$ cat config.mk
export PLATFORM = sky130hd
export DESIGN_NAME = mem_port_arbiter
export DESIGN_NICKNAME = d
export VERILOG_FILES = /design/src/rtl/dlx_mem_pkg.sv /design/src/rtl/load_extend.sv /design/src/rtl/mem_port_arbiter.sv
export SDC_FILE = /design/constraint.sdc
export NUM_CORES = 1
export LEC_CHECK = 0
export CAP_MARGIN = 0
export CORE_ASPECT_RATIO = 1.4
export CORE_MARGIN = 1
export CORE_UTILIZATION = 44
export DETAILED_ROUTE_END_ITERATION = 8
export GPL_TIMING_DRIVEN = 1
export PLACE_DENSITY = 0.91
export SYNTH_ARGS = -nofsm -noshare
export SYNTH_HDL_FRONTEND = slang
export SYNTH_HIERARCHICAL = 1
export SYNTH_SLANG_ARGS = --single-unit
$ cat constraint.sdc
create_clock -name clk -period 6.65 [get_ports clk]
set_clock_uncertainty 0.2 [all_clocks]
set_input_delay 1.6625 -clock clk [delete_from_list [all_inputs] [get_ports clk]]
set_output_delay 1.6625 -clock clk [all_outputs]
set_load 0.1 [all_outputs]
$ cat src/rtl/dlx_mem_pkg.sv
// Shared encodings for the memory port arbiter: access sizes,
// FSM states, grant owner and the default abort limit.
package dlx_mem_pkg;

  localparam logic [1:0] SZ_BYTE = 2'b00;
  localparam logic [1:0] SZ_HALF = 2'b01;
  localparam logic [1:0] SZ_RSVD = 2'b10;
  localparam logic [1:0] SZ_WORD = 2'b11;

  localparam int TIMEOUT_DEF = 15;

  typedef enum logic [1:0] {
    S_IDLE  = 2'b00,
    S_IBUSY = 2'b01,
    S_DBUSY = 2'b10,
    S_DERR  = 2'b11
  } state_e;

  typedef enum logic {
    G_IF = 1'b0,
    G_D  = 1'b1
  } grant_e;

  // Reserved size 10 is handled like a word.
  function automatic logic aligned(
    input logic [1:0] size,
    input logic [1:0] lo
  );
    logic ok;
    unique case (size)
      SZ_BYTE: ok = 1'b1;
      SZ_HALF: ok = ~lo[0];
      default: ok = (lo == 2'b00);
    endcase
    return ok;
  endfunction

endpackage

$ cat src/rtl/load_extend.sv
// Combinational load data extension.
// rdata: raw memory word; size: access size; sign: 1 = sign-extend; data: result.
module load_extend
  import dlx_mem_pkg::*;
(
  input  logic [31:0] rdata,
  input  logic [1:0]  size,
  input  logic        sign,
  output logic [31:0] data
);

  always_comb begin
    data = rdata;
    unique case (size)
      SZ_BYTE: data = {{24{sign & rdata[7]}}, rdata[7:0]};
      SZ_HALF: data = {{16{sign & rdata[15]}}, rdata[15:0]};
      default: data = rdata;
    endcase
  end

endmodule

$ cat src/rtl/mem_port_arbiter.sv
// Arbitrates fetch and data requests onto one memory port.
// Ports: fetch (if_*), data (d_*), memory (mem_*), pipeline stall.
module mem_port_arbiter
  import dlx_mem_pkg::*;
#(
  parameter int TIMEOUT = TIMEOUT_DEF
) (
  input  logic        clk,
  input  logic        rst,
  input  logic        if_req,
  input  logic [31:0] if_addr,
  output logic [31:0] if_rdata,
  output logic        if_done,
  input  logic        d_req,
  input  logic        d_wr,
  input  logic [1:0]  d_size,
  input  logic        d_sign,
  input  logic [31:0] d_addr,
  input  logic [31:0] d_wdata,
  output logic [31:0] d_rdata,
  output logic        d_done,
  output logic        d_err,
  output logic        mem_req,
  output logic        mem_wr,
  output logic [1:0]  mem_size,
  output logic [31:0] mem_addr,
  output logic [31:0] mem_wdata,
  input  logic [31:0] mem_rdata,
  input  logic        mem_ack,
  output logic        stall
);

  // The count reaches TIMEOUT on the edge that aborts, so mem_req
  // is held for exactly TIMEOUT cycles when no ack arrives.
  localparam logic [3:0] TMO_M1 = 4'(TIMEOUT - 1);

  state_e      state, state_nx;
  grant_e      lg, lg_nx;
  logic [3:0]  cnt, cnt_nx;
  logic        sign_q, sign_nx;

  logic        mem_req_nx, mem_wr_nx;
  logic [1:0]  mem_size_nx;
  logic [31:0] mem_addr_nx, mem_wdata_nx;
  logic [31:0] if_rdata_nx, d_rdata_nx;
  logic        if_done_nx, d_done_nx, d_err_nx;

  logic        idle_ok, pick_d, pick_i, d_ok, tmo;
  logic [31:0] ext;

  load_extend u_ext (
    .rdata (mem_rdata),
    .size  (mem_size),
    .sign  (sign_q),
    .data  (ext)
  );

  // No grant in the done cycle: the finishing requester still
  // holds its request for that one cycle.
  assign idle_ok = (state == S_IDLE) & ~if_done & ~d_done;
  assign pick_d  = idle_ok & d_req & (~if_req | (lg == G_IF));
  assign pick_i  = idle_ok & if_req & ~pick_d;
  assign d_ok    = aligned(d_size, d_addr[1:0]);
  assign tmo     = (cnt == TMO_M1);

  assign stall = (if_req & ~if_done) | (d_req & ~d_done);

  always_comb begin
    state_nx     = state;
    lg_nx        = lg;
    cnt_nx       = cnt;
    sign_nx      = sign_q;
    mem_req_nx   = mem_req;
    mem_wr_nx    = mem_wr;
    mem_size_nx  = mem_size;
    mem_addr_nx  = mem_addr;
    mem_wdata_nx = mem_wdata;
    if_rdata_nx  = if_rdata;
    d_rdata_nx   = d_rdata;
    if_done_nx   = 1'b0;
    d_done_nx    = 1'b0;
    d_err_nx     = 1'b0;

    unique case (state)
      S_IDLE: begin
        unique case (1'b1)
          pick_d: begin
            lg_nx = G_D;
            if (d_ok) begin
              state_nx     = S_DBUSY;
              cnt_nx       = 4'd0;
              sign_nx      = d_sign;
              mem_req_nx   = 1'b1;
              mem_wr_nx    = d_wr;
              mem_size_nx  = d_size;
              mem_addr_nx  = d_addr;
              mem_wdata_nx = d_wdata;
            end else begin
              state_nx   = S_DERR;
              d_done_nx  = 1'b1;
              d_err_nx   = 1'b1;
              d_rdata_nx = 32'd0;
            end
          end
          pick_i: begin
            lg_nx        = G_IF;
            state_nx     = S_IBUSY;
            cnt_nx       = 4'd0;
            mem_req_nx   = 1'b1;
            mem_wr_nx    = 1'b0;
            mem_size_nx  = SZ_WORD;
            mem_addr_nx  = if_addr;
            mem_wdata_nx = 32'd0;
          end
          default: ;
        endcase
      end
      S_IBUSY: begin
        if (mem_ack) begin
          state_nx    = S_IDLE;
          mem_req_nx  = 1'b0;
          if_done_nx  = 1'b1;
          if_rdata_nx = mem_rdata;
        end else begin
          cnt_nx = cnt + 4'd1;
          if (tmo) begin
            state_nx    = S_IDLE;
            mem_req_nx  = 1'b0;
            if_done_nx  = 1'b1;
            if_rdata_nx = 32'd0;
          end
        end
      end
      S_DBUSY: begin
        if (mem_ack) begin
          state_nx   = S_IDLE;
          mem_req_nx = 1'b0;
          d_done_nx  = 1'b1;
          d_rdata_nx = mem_wr ? 32'd0 : ext;
        end else begin
          cnt_nx = cnt + 4'd1;
          if (tmo) begin
            state_nx   = S_IDLE;
            mem_req_nx = 1'b0;
            d_done_nx  = 1'b1;
            d_err_nx   = 1'b1;
            d_rdata_nx = 32'd0;
          end
        end
      end
      S_DERR: state_nx = S_IDLE;
    endcase
  end

  always_ff @(posedge clk or posedge rst) begin
    if (rst) begin
      state     <= S_IDLE;
      lg        <= G_IF;
      cnt       <= 4'd0;
      sign_q    <= 1'b0;
      mem_req   <= 1'b0;
      mem_wr    <= 1'b0;
      mem_size  <= 2'b00;
      mem_addr  <= 32'd0;
      mem_wdata <= 32'd0;
      if_rdata  <= 32'd0;
      d_rdata   <= 32'd0;
      if_done   <= 1'b0;
      d_done    <= 1'b0;
      d_err     <= 1'b0;
    end else begin
      state     <= state_nx;
      lg        <= lg_nx;
      cnt       <= cnt_nx;
      sign_q    <= sign_nx;
      mem_req   <= mem_req_nx;
      mem_wr    <= mem_wr_nx;
      mem_size  <= mem_size_nx;
      mem_addr  <= mem_addr_nx;
      mem_wdata <= mem_wdata_nx;
      if_rdata  <= if_rdata_nx;
      d_rdata   <= d_rdata_nx;
      if_done   <= if_done_nx;
      d_done    <= d_done_nx;
      d_err     <= d_err_nx;
    end
  end

endmodule

## After elaboration in Yosys (flattened, before gate mapping)

Index checks and enable logic that the tools add are counted.

| cells by class | value |
|---|---|
| add/sub/neg operators | 1 |
| equality and inequality tests | 14 |
| muxes and demuxes | 40 |
| bitwise gates (word level) | 18 |
| reductions and logical operators | 17 |

Operator list:

| kind | number |
|---|---|
| 32-bit two-way mux | 8 |
| 32-bit case mux with 2 select lines | 4 |
| 4-bit case mux with 2 select lines | 2 |
| 1-bit case mux with 2 select lines | 7 |
| 4-bit AND reduction | 3 |
| 1-bit two-way mux | 11 |
| 1-bit AND | 10 |
| 3-bit != test (second input constant) | 3 |
| 2-bit zero test | 4 |
| 4-bit two-way mux | 2 |
| 2-bit case mux with 2 select lines | 2 |
| 2-bit nonzero test | 4 |
| 2-bit by 1-bit equality test with 1-bit output (second input constant) | 3 |
| 2-bit two-way mux | 3 |
| 2-bit != test (second input constant) | 3 |
| 1-bit inverter | 6 |
| 2-bit case mux with 3 select lines | 1 |
| 2-bit AND reduction | 3 |
| 3-bit AND reduction | 2 |
| 4-bit by 1-bit adder with 4-bit output (second input constant) | 1 |
| 2-bit equality test (second input constant) | 2 |
| 4-bit equality test (second input constant) | 1 |
| 3-bit by 1-bit != test with 1-bit output (second input constant) | 1 |
| 2-bit by 1-bit != test with 1-bit output (second input constant) | 1 |
| other kinds (2) | 3 |

| storage, ports and cells | value |
|---|---|
| bits in registers | 143 |
| input bits | 137 |
| output and inout bits | 136 |
| logic and storage cells | 104 |

## Logic depth before layout (Yosys ltp)

Gate-level depths: netlist of run 1.

| depth | value |
|---|---|
| word-level depth | 9 |
| depth in mapped cells | 8 |

## Hierarchy

Netlist of run 1, hierarchy kept.

Modules (own cells, without submodules):

| module | times used | cells each | area each (µm²) | seq. area each (µm²) |
|---|---|---|---|---|
| mem_port_arbiter | 1 | 544 | 6361.1 | 3578.4 |
| load_extend | 1 | 66 | 385.4 | 0.0 |

## Worst setup path after synthesis of run 1

No wires, ideal clock.

| timing | value |
|---|---|
| path kind | input to output |
| from | in d_req |
| to | out stall |
| arrival time | 3221 ps |
| slack | 1566 ps |
| stages | 2 |
| path through | inv_1 o22ai_1 |

| between the ends | value |
|---|---|
| cells in the longest elaborated chain, start to end | 2 |

RTL lines:

| element | line | source |
|---|---|---|
| from (decl) | mem_port_arbiter.sv:14 | `input logic d_req,` |
| 1-bit AND | mem_port_arbiter.sv:66 | `assign stall = (if_req & ~if_done) \| (d_req & ~d_done);` |
| 1-bit bitwise OR | mem_port_arbiter.sv:66 |  |
| to (decl) | mem_port_arbiter.sv:30 | `output logic stall` |

Every way passes these cells.

## Worst setup path after layout of run 1

Same ends and word-level chain as after synthesis.

==> impl_metrics.csv, run 1 <==
group,metric,value,unit
cells_and_area,finalNonFillerCells,1059,
timing,final.setup.worst_slack,1.805,ns
logic_synthesis,synth_top_cells_by_count,"143 x dfrtp_1, 93 x nand2_1, 69 x mux2_2",
run_status,status,"finished clean",
cells_and_area,nets,998,
cells_and_area,syn2layout_area_growth,49.42,%
place,dp_cells,1028,
logic_synthesis,synth_fp_nets,753,
grt,grt_max_degree,116,
critical_path,critPathBufInv,3,
drt,vias,5533,
cells_and_area,n_antenna_cell,0,
grt,met3_usage,5.697,%
run,cap_violations,0,
logic_synthesis,synth_seq_area_share,53.04,%
grt,use_met1,29.28,%
logic_synthesis,yosysUniqueCellTypes,41,
hold_path,hold_class,"reg -> reg",
cells_and_area,final_layout_size_suffix_gt1_share,14.42,%
logic_synthesis,synth_area_leaders,"dfrtp_1 53%, mux2_2 12%, mux2i_1 5.2%",
timing,slew_headroom,30.37,%
place,routabilityCongestion,0.7978,
die,die_h,148.5,um
logic_synthesis,synth_top_cell_by_area,"dfrtp_1",
critical_path,cp_cell_sequence,"clkdlybuf4s50_1, inv_1, o22ai_1, buf_4",
grt,overflow,0,
cts,post-cts-setup-buffers,0,
cts,htree_levels,4,
cts,post_cts_resized,0,
drt,dr.pass1.iters,5,
grt,first_global_vias,5643,
critical_path,cp_data_required_time,4.79,ns
grt,antenna_found_initial,0,
cts,cts_buffer_depth,2,
die,fp.coreArea,14990,um2
logic_synthesis,syn_inst,610,
cts,cts-root-buf,"clkbuf_16",
die,start_util,45.02,%
logic_synthesis,ys_warn_count,6,
critical_path,setup.worst_path.start_class,"input pin",
critical_path,crit_slowest_cell,"clkdlybuf4s50_1",
die,die_w,106.7,um
cts,cts_tree,"done",
cts,cts_inserted_buffers,17,
drt,drcViolationCount,0,
timing,finalCritPeriodShare,72.85,%
logic_synthesis,async_reset_ff_share,100.0,%
grt,met2_usage,41.16,%
timing,min_period,4.845,ns
cts,hold_buffers,0,
logic_synthesis,synth_top_cell_area_share,53.04,%
critical_path,crit_type,"in -> out",
drt,ant_nets,0,
timing,fin_setup_tns,0,ns
logic_synthesis,synth_most_common_cell,"dfrtp_1",
timing,tightest_slew,1.041,ns
die,rows,53,
timing,setup_violations,0,
timing,fmax,0.2064,GHz
cts,clk_pin_slew,0.06,ns
die,ios,273,
logic_synthesis,synthFlopType,"dfrtp_1",
drt,finalWirelength,18.63,mm
grt,grt-busiest-layer,"met2",
die,dieArea,15840,um2
critical_path,crit_fanout,5,
cts,cts_sinks,143,
drt,wl_per_cell,17.59,um
drt,drt_iter0_drc,266,
logic_synthesis,ys_seq_elements,143,
critical_path,slowest_delay,0.60,ns
timing,hold_violations,0,
timing,maxSlewViolCount,0,
critical_path,cp-end-kind,"output port",
drt,drt-vias-per-instance,5.225,
critical_path,arrival,2.98,ns
logic_synthesis,syn_area,6746,um2
critical_path,cp_top_family,"buffers and inverters",
logic_synthesis,synth_edf_count,0,
place,post-place-ws,1.838,ns
place,hpwl,13.34,mm
logic_synthesis,synth_area_per_cell,11.06,um2
grt,grt_pass1_wl,29.46,mm
place,io_buffers,272,
timing,rsz0062_at_grt,"false",
grt,track_usage,24.00,%
cts,insertion_delay,0.41,ns
through the flow:
step / hold WS [ns] / util (%) / instance area, um2
floorplan: 0.2854 / - / 6746
global placement: 0.2865 / 63.59 / 9530
detailed placement: 0.2934 / 63.59 / 9530
CTS: 0.3078 / 67.27 / 10080
global route: 0.3163 / 67.27 / 10080
finish: 0.3029 / 67.27 / 10080
placed cells by master, fill, tap and decap left out, drive strengths merged, types with 3 or more instances in the layout:
cell type	n
a21oi	3
a22o	33
buf	9
clkbuf	20
clkdlybuf4s50	271
clkinv	4
clkinvlp	4
dfrtp	143
ha	6
inv	46
mux2	69
mux2i	36
nand2	93
nand2b	6
nand3	4
nor2	3
o21ai	60
o31ai	35
cell families after synthesis:
kind of cell    Yosys count  share of synthesized area, %
fa+ha+maj                 6                         1.113
flops                   143                         53.04
buf+inv                  97                         6.639
simple gates            117                         7.456
mux                     105                         17.04
compound gates          142                         14.71
area by class of cell:
| type | count | area, um2 |
|---|---|---|
| Clock buffer | 20 | 466.7 |
| Clock inverter | 11 | 83.83 |
| Fill cell | 1116 | 4906 |
| Inverter | 43 | 166.4 |
| Multi-Input combinational cell | 370 | 2765 |
| Sequential cell | 143 | 3578 |
| Tap cell | 192 | 240.2 |
| Timing Repair Buffer | 280 | 2780 |
worst paths after layout:
kind / from / cells past startpoint / end / slack, ns
min reg2reg: if_rdata[30]$_DFFE_PP0P_ / 1 / if_rdata[30]$_DFFE_PP0P_ / 0.30
max reg2reg: state[0]$_DFFE_PP0P_ / 8 / d_rdata[17]$_DFFE_PP0P_ / 3.03
max in group asynchronous: rst / 3 / d_rdata[20]$_DFFE_PP0P_ / 3.56
max: d_req / 4 / stall / 1.81
min in group asynchronous: rst / 2 / mem_addr[25]$_DFFE_PP0P_ / 1.69
min: if_rdata[30]$_DFFE_PP0P_ / 1 / if_rdata[30]$_DFFE_PP0P_ / 0.30
state kept, by name, indices dropped and copies added (netlist names), 2 cells and up:
| signal | flops |
|---|---|
| d_rdata | 32 |
| cnt | 4 |
| mem_addr | 32 |
| state | 2 |
| mem_wdata | 32 |
| if_rdata | 32 |
| mem_size | 2 |
layer usage:
layer  vias to the layer above  routed length [um]
met3                        26                1019
met5                         -                   0
met2                       207                9775
li1                       2613                   -
met1                      2687                7424
met4                         0                 413
Power of run 1 is not shown: default switching activity piles up to over one toggle a cycle in this logic, so the estimate is an artifact.
==> inputs of run 2 (changes only) <==
==> constraint.sdc (replaced) <==
create_clock -name clk -period 4.5 [get_ports clk]
set_clock_uncertainty 0.2 [all_clocks]
set_input_delay 1.125 -clock clk [delete_from_list [all_inputs] [get_ports clk]]
set_output_delay 1.125 -clock clk [all_outputs]
set_load 0.1 [all_outputs]
==> run 2 against run 1 <==
Effect of this change:
- via count grew 2.2%
- critical path depth is the same
- hold slack gained 0.00085 ns
- worst setup slack lost 0.97 ns
- cell area grew 1.2%
- register-to-register slack lost 1.6 ns
- sequential cell count is the same
- final cell count grew 0.57%
- wire length grew 1.8%
==> impl_metrics.csv, run 2 (synthesized netlist as in run 1, its figures left out) <==
group,metric,value,unit
cells_and_area,layout_common_cells,"270 x clkdlybuf4s50_1, 143 x dfrtp_1, 93 x nand2_1",
drt,wl_per_cell,17.80,um
place,hpwl,13.98,mm
critical_path,reg2reg_to,"mem_addr[2]$_DFFE_PP0P_",
cts,post_cts_resized,0,
die,fp.coreArea,14990,um2
grt,first_global_vias,5853,
critical_path,cp_data_required_time,3.17,ns
drt,finalWirelength,18.96,mm
cts,hold_buffers,0,
timing,setup_violations,0,
grt,grt_max_degree,67,
drt,drt-vias-per-instance,5.307,
die,dieArea,15840,um2
critical_path,reg2reg_from,"state[1]$_DFFE_PP0P_",
critical_path,slowest_delay,0.59,ns
cells_and_area,layout_commonest_cell,"clkdlybuf4s50_1",
timing,rsz0062_at_grt,"false",
hold_path,hold_class,"reg -> reg",
run_status,status,"finished clean",
critical_path,startpoint,"d_req",
drt,drcViolationCount,0,
timing,fmax,0.2729,GHz
drt,dr.pass1.iters,5,
critical_path,cp_cell_sequence,"clkdlybuf4s50_1, inv_1, o22ai_1, buf_12",
drt,vias,5652,
place,io_buffers,272,
critical_path,critPathBufInv,3,
cells_and_area,final_layout_size_suffix_gt1_share,15.12,%
drt,ant_nets,0,
timing,fin_setup_tns,0,ns
cts,cts_buffer_depth,2,
critical_path,crit_fanout,5,
critical_path,r2r_slack,1.44,ns
critical_path,cp-end-kind,"output port",
timing,finalCritPeriodShare,81.43,%
critical_path,setup.worst_path.start_class,"input pin",
cts,insertion_delay,0.40,ns
grt,antenna_found_initial,0,
cts,cts-root-buf,"clkbuf_16",
cts,clk_pin_slew,0.06,ns
critical_path,crit_type,"in -> out",
cts,cts_inserted_buffers,17,
cells_and_area,nets,1003,
drt,drt_iter0_drc,172,
timing,slew_headroom,30.25,%
timing,min_period,3.664,ns
timing,hold_violations,0,
critical_path,r2r_cells,5,
timing,tightest_slew,1.043,ns
timing,maxSlewViolCount,0,
hold_path,holdCritStartpoint,"if_rdata[16]$_DFFE_PP0P_",
die,rows,53,
cts,cts_tree,"done",
die,start_util,45.02,%
place,routabilityCongestion,0.8030,
die,die_h,148.5,um
cells_and_area,n_antenna_cell,0,
cts,post-cts-setup-buffers,0,
hold_path,holdPathEnd,"if_rdata[16]$_DFFE_PP0P_",
critical_path,arrival,2.34,ns
die,die_w,106.7,um
cts,htree_levels,4,
critical_path,crit_slowest_cell,"clkdlybuf4s50_1",
grt,track_usage,24.59,%
critical_path,cp_top_family,"buffers and inverters",
run,cap_violations,0,
cts,cts_sinks,143,
grt,overflow,0,
grt,grt_pass1_wl,30.04,mm
hold_path,hold_depth,1,
cells_and_area,syn2layout_area_growth,51.22,%
die,ios,273,
==> run 2: cell types whose count changed in the layout (fill, tap and decap cells not counted), moves of 2 or more <==
| cell | before | now |
|---|---|---|
| clkinv_2 | 2 | 0 |
| buf_12 | 0 | 4 |
| inv_8 | 0 | 3 |
| buf_4 | 9 | 11 |
| clkinv_4 | 2 | 5 |
| clkbuf_8 | 3 | 1 |
==> run 2: area by class of cell <==
| class | count | area [um2] |
|---|---|---|
| inverter | 43 | 165.2 |
| clock inverter | 14 | 148.9 |
| fill | 1134 | 4785 |
| timing repair buffer | 285 | 2865 |
| tap | 192 | 240.2 |
| multi-input combinational | 370 | 2765 |
| sequential | 143 | 3578 |
| clock buffer | 18 | 439.2 |
==> run 2: worst max path at each step <==
stage / end / cells past startpoint
after detailed placement: mem_addr[22]$_DFFE_PP0P_ / 6
after floorplan: stall / 2
after global placement: mem_addr[29]$_DFFE_PP0P_ / 6
after CTS: stall / 4
final: stall / 4
after global routing: stall / 4
==> run 2: per-stage QoR <==
step                hold WS (ns)  setup WS (ns)  area, um2  utilization [%]  instances
finish                    0.3037         0.8356      10200            68.07       1065
global route              0.3221         0.7745      10200            68.07       1065
CTS                       0.3096         0.8481      10200            68.07       1065
detailed placement        0.2904         0.7415       9614            64.15       1033
global placement          0.2868         0.7049       9614            64.15       1033
floorplan                 0.2854         0.4915       6750                -        610
==> run 2: layer usage <==
| metal | global-route usage, % | vias up | wire length [um] |
|---|---|---|---|
| li1 | - | 2627 | - |
| met1 | 29.23 | 2738 | 7341 |
| met2 | 42.29 | 246 | 9859 |
| met3 | 5.215 | 41 | 1103 |
| met4 | 11.44 | 0 | 658 |
| met5 | 0 | - | 0 |
Power of run 2 is left out for the same reason.
==> inputs of run 3 (changes only) <==
==> constraint.sdc (replaced) <==
create_clock -name clk -period 3.7 [get_ports clk]
set_clock_uncertainty 0.2 [all_clocks]
set_input_delay 0.925 -clock clk [delete_from_list [all_inputs] [get_ports clk]]
set_output_delay 0.925 -clock clk [all_outputs]
set_load 0.1 [all_outputs]
==> run 3 against run 2 <==
Effect of this change:
- non-clock buffer count decreased by 2
- register-to-register slack got worse by 0.51 ns
- wire length decreased by 1.8%
- core utilization decreased by 2.6 points
- worst setup slack got worse by 0.38 ns
- critical path type unchanged
==> impl_metrics.csv, run 3 (synthesized netlist as in run 1, its figures left out) <==
group,metric,value,unit
run_status,status,"finished clean",
hold_path,hold_class,"reg -> reg",
run,cap_violations,0,
cts,cts_sinks,143,
drt,wl_per_cell,17.53,um
hold_path,holdCritStartpoint,"if_rdata[25]$_DFFE_PP0P_",
drt,dr.pass1.iters,4,
die,die_h,148.5,um
timing,fin_setup_tns,0,ns
grt,first_global_vias,5659,
die,die_w,106.7,um
drt,drt-vias-per-instance,5.201,
critical_path,r2r_slack,0.93,ns
timing,min_period,3.247,ns
cts,cts_buffer_depth,2,
drt,vias,5523,
timing,maxSlewViolCount,0,
timing,final.setup.worst_slack,0.4534,ns
die,rows,53,
place,io_buffers,272,
cells_and_area,n_antenna_cell,0,
place,post-place-ws,0.4149,ns
critical_path,reg2reg_from,"state[0]$_DFFE_PP0P_",
place,hpwl,13.28,mm
cells_and_area,final_layout_size_suffix_gt1_share,30.11,%
cells_and_area,layout_common_cells,"143 x dfrtp_1, 143 x buf_4, 136 x clkdlybuf4s50_1",
grt,grt_max_degree,144,
cts,clk_pin_slew,0.06,ns
drt,drt_iter0_drc,230,
drt,drcViolationCount,0,
cts,htree_levels,4,
die,dieArea,15840,um2
drt,finalWirelength,18.62,mm
critical_path,crit_type,"in -> out",
grt,overflow,0,
cells_and_area,nets,1001,
grt,grt_pass1_wl,29.44,mm
cts,cts_tree,"done",
critical_path,arrival,2.12,ns
die,fp.coreArea,14990,um2
grt,track_usage,23.92,%
critical_path,setup.worst_path.start_class,"input pin",
cts,insertion_delay,0.40,ns
timing,setup_violations,0,
critical_path,crit_fanout,5,
cts,post-cts-setup-buffers,0,
die,start_util,45.02,%
timing,tightest_slew,0.7739,ns
place,routabilityCongestion,0.8086,
critical_path,cp-end-kind,"output port",
cts,post_cts_resized,0,
critical_path,cp_data_required_time,2.57,ns
cts,cts_inserted_buffers,17,
drt,ant_nets,0,
cts,hold_buffers,0,
timing,hold_violations,0,
cells_and_area,syn2layout_area_growth,45.38,%
timing,finalCritPeriodShare,87.75,%
cts,cts-root-buf,"clkbuf_16",
timing,fmax,0.3080,GHz
critical_path,startpoint,"d_req",
timing,slew_headroom,48.41,%
die,ios,273,
timing,rsz0062_at_grt,"false",
grt,antenna_found_initial,0,
run 3: per-stage QoR:
stage / util (%) / hold WS [ns] / cell area (um2) / std cells
6_report: 65.45 / 0.3054 / 9808 / 1062
5_1_grt: 65.45 / 0.3193 / 9808 / 1062
4_1_cts: 65.45 / 0.3103 / 9808 / 1062
3_5_place_dp: 61.81 / 0.2945 / 9264 / 1031
3_3_place_gp: 61.81 / 0.2891 / 9264 / 1031
2_1_floorplan: - / 0.2854 / 6750 / 610
run 3: routing by layer:
layer | vias to the layer above | track usage [%] | wire (um)
met5 | - | 0 | 0
met4 | 0 | 11.44 | 684
met3 | 40 | 5.215 | 1087
met2 | 212 | 40.74 | 9692
met1 | 2661 | 28.52 | 7152
li1 | 2610 | - | -
run 3: path summary, 6_finish.rpt:
kind,end,cells past startpoint
hold reg to reg,if_rdata[25]$_DFFE_PP0P_,1
max in group asynchronous,d_rdata[24]$_DFFE_PP0P_,3
setup reg to reg,sign_q$_DFFE_PP0P_,7
min in group asynchronous,if_rdata[12]$_DFFE_PP0P_,3
hold / removal,if_rdata[25]$_DFFE_PP0P_,1
setup / recovery,stall,4
run 3: critical path, stage by stage:
cell and delay [ns]:
clkdlybuf4s50_1 0.58, inv_1 0.14, o22ai_1 0.26, buf_12 0.22
run 3: cell type report:
type / instances / area (um2)
fillers: 1158 / 5179
flip-flops and latches: 143 / 3578
multi-input cells: 370 / 2765
repair buffers: 283 / 2515
clock buffers: 18 / 429.2
well taps: 192 / 240.2
inverters: 43 / 165.2
clock inverters: 13 / 115.1
Power of run 3 is left out for the same reason.
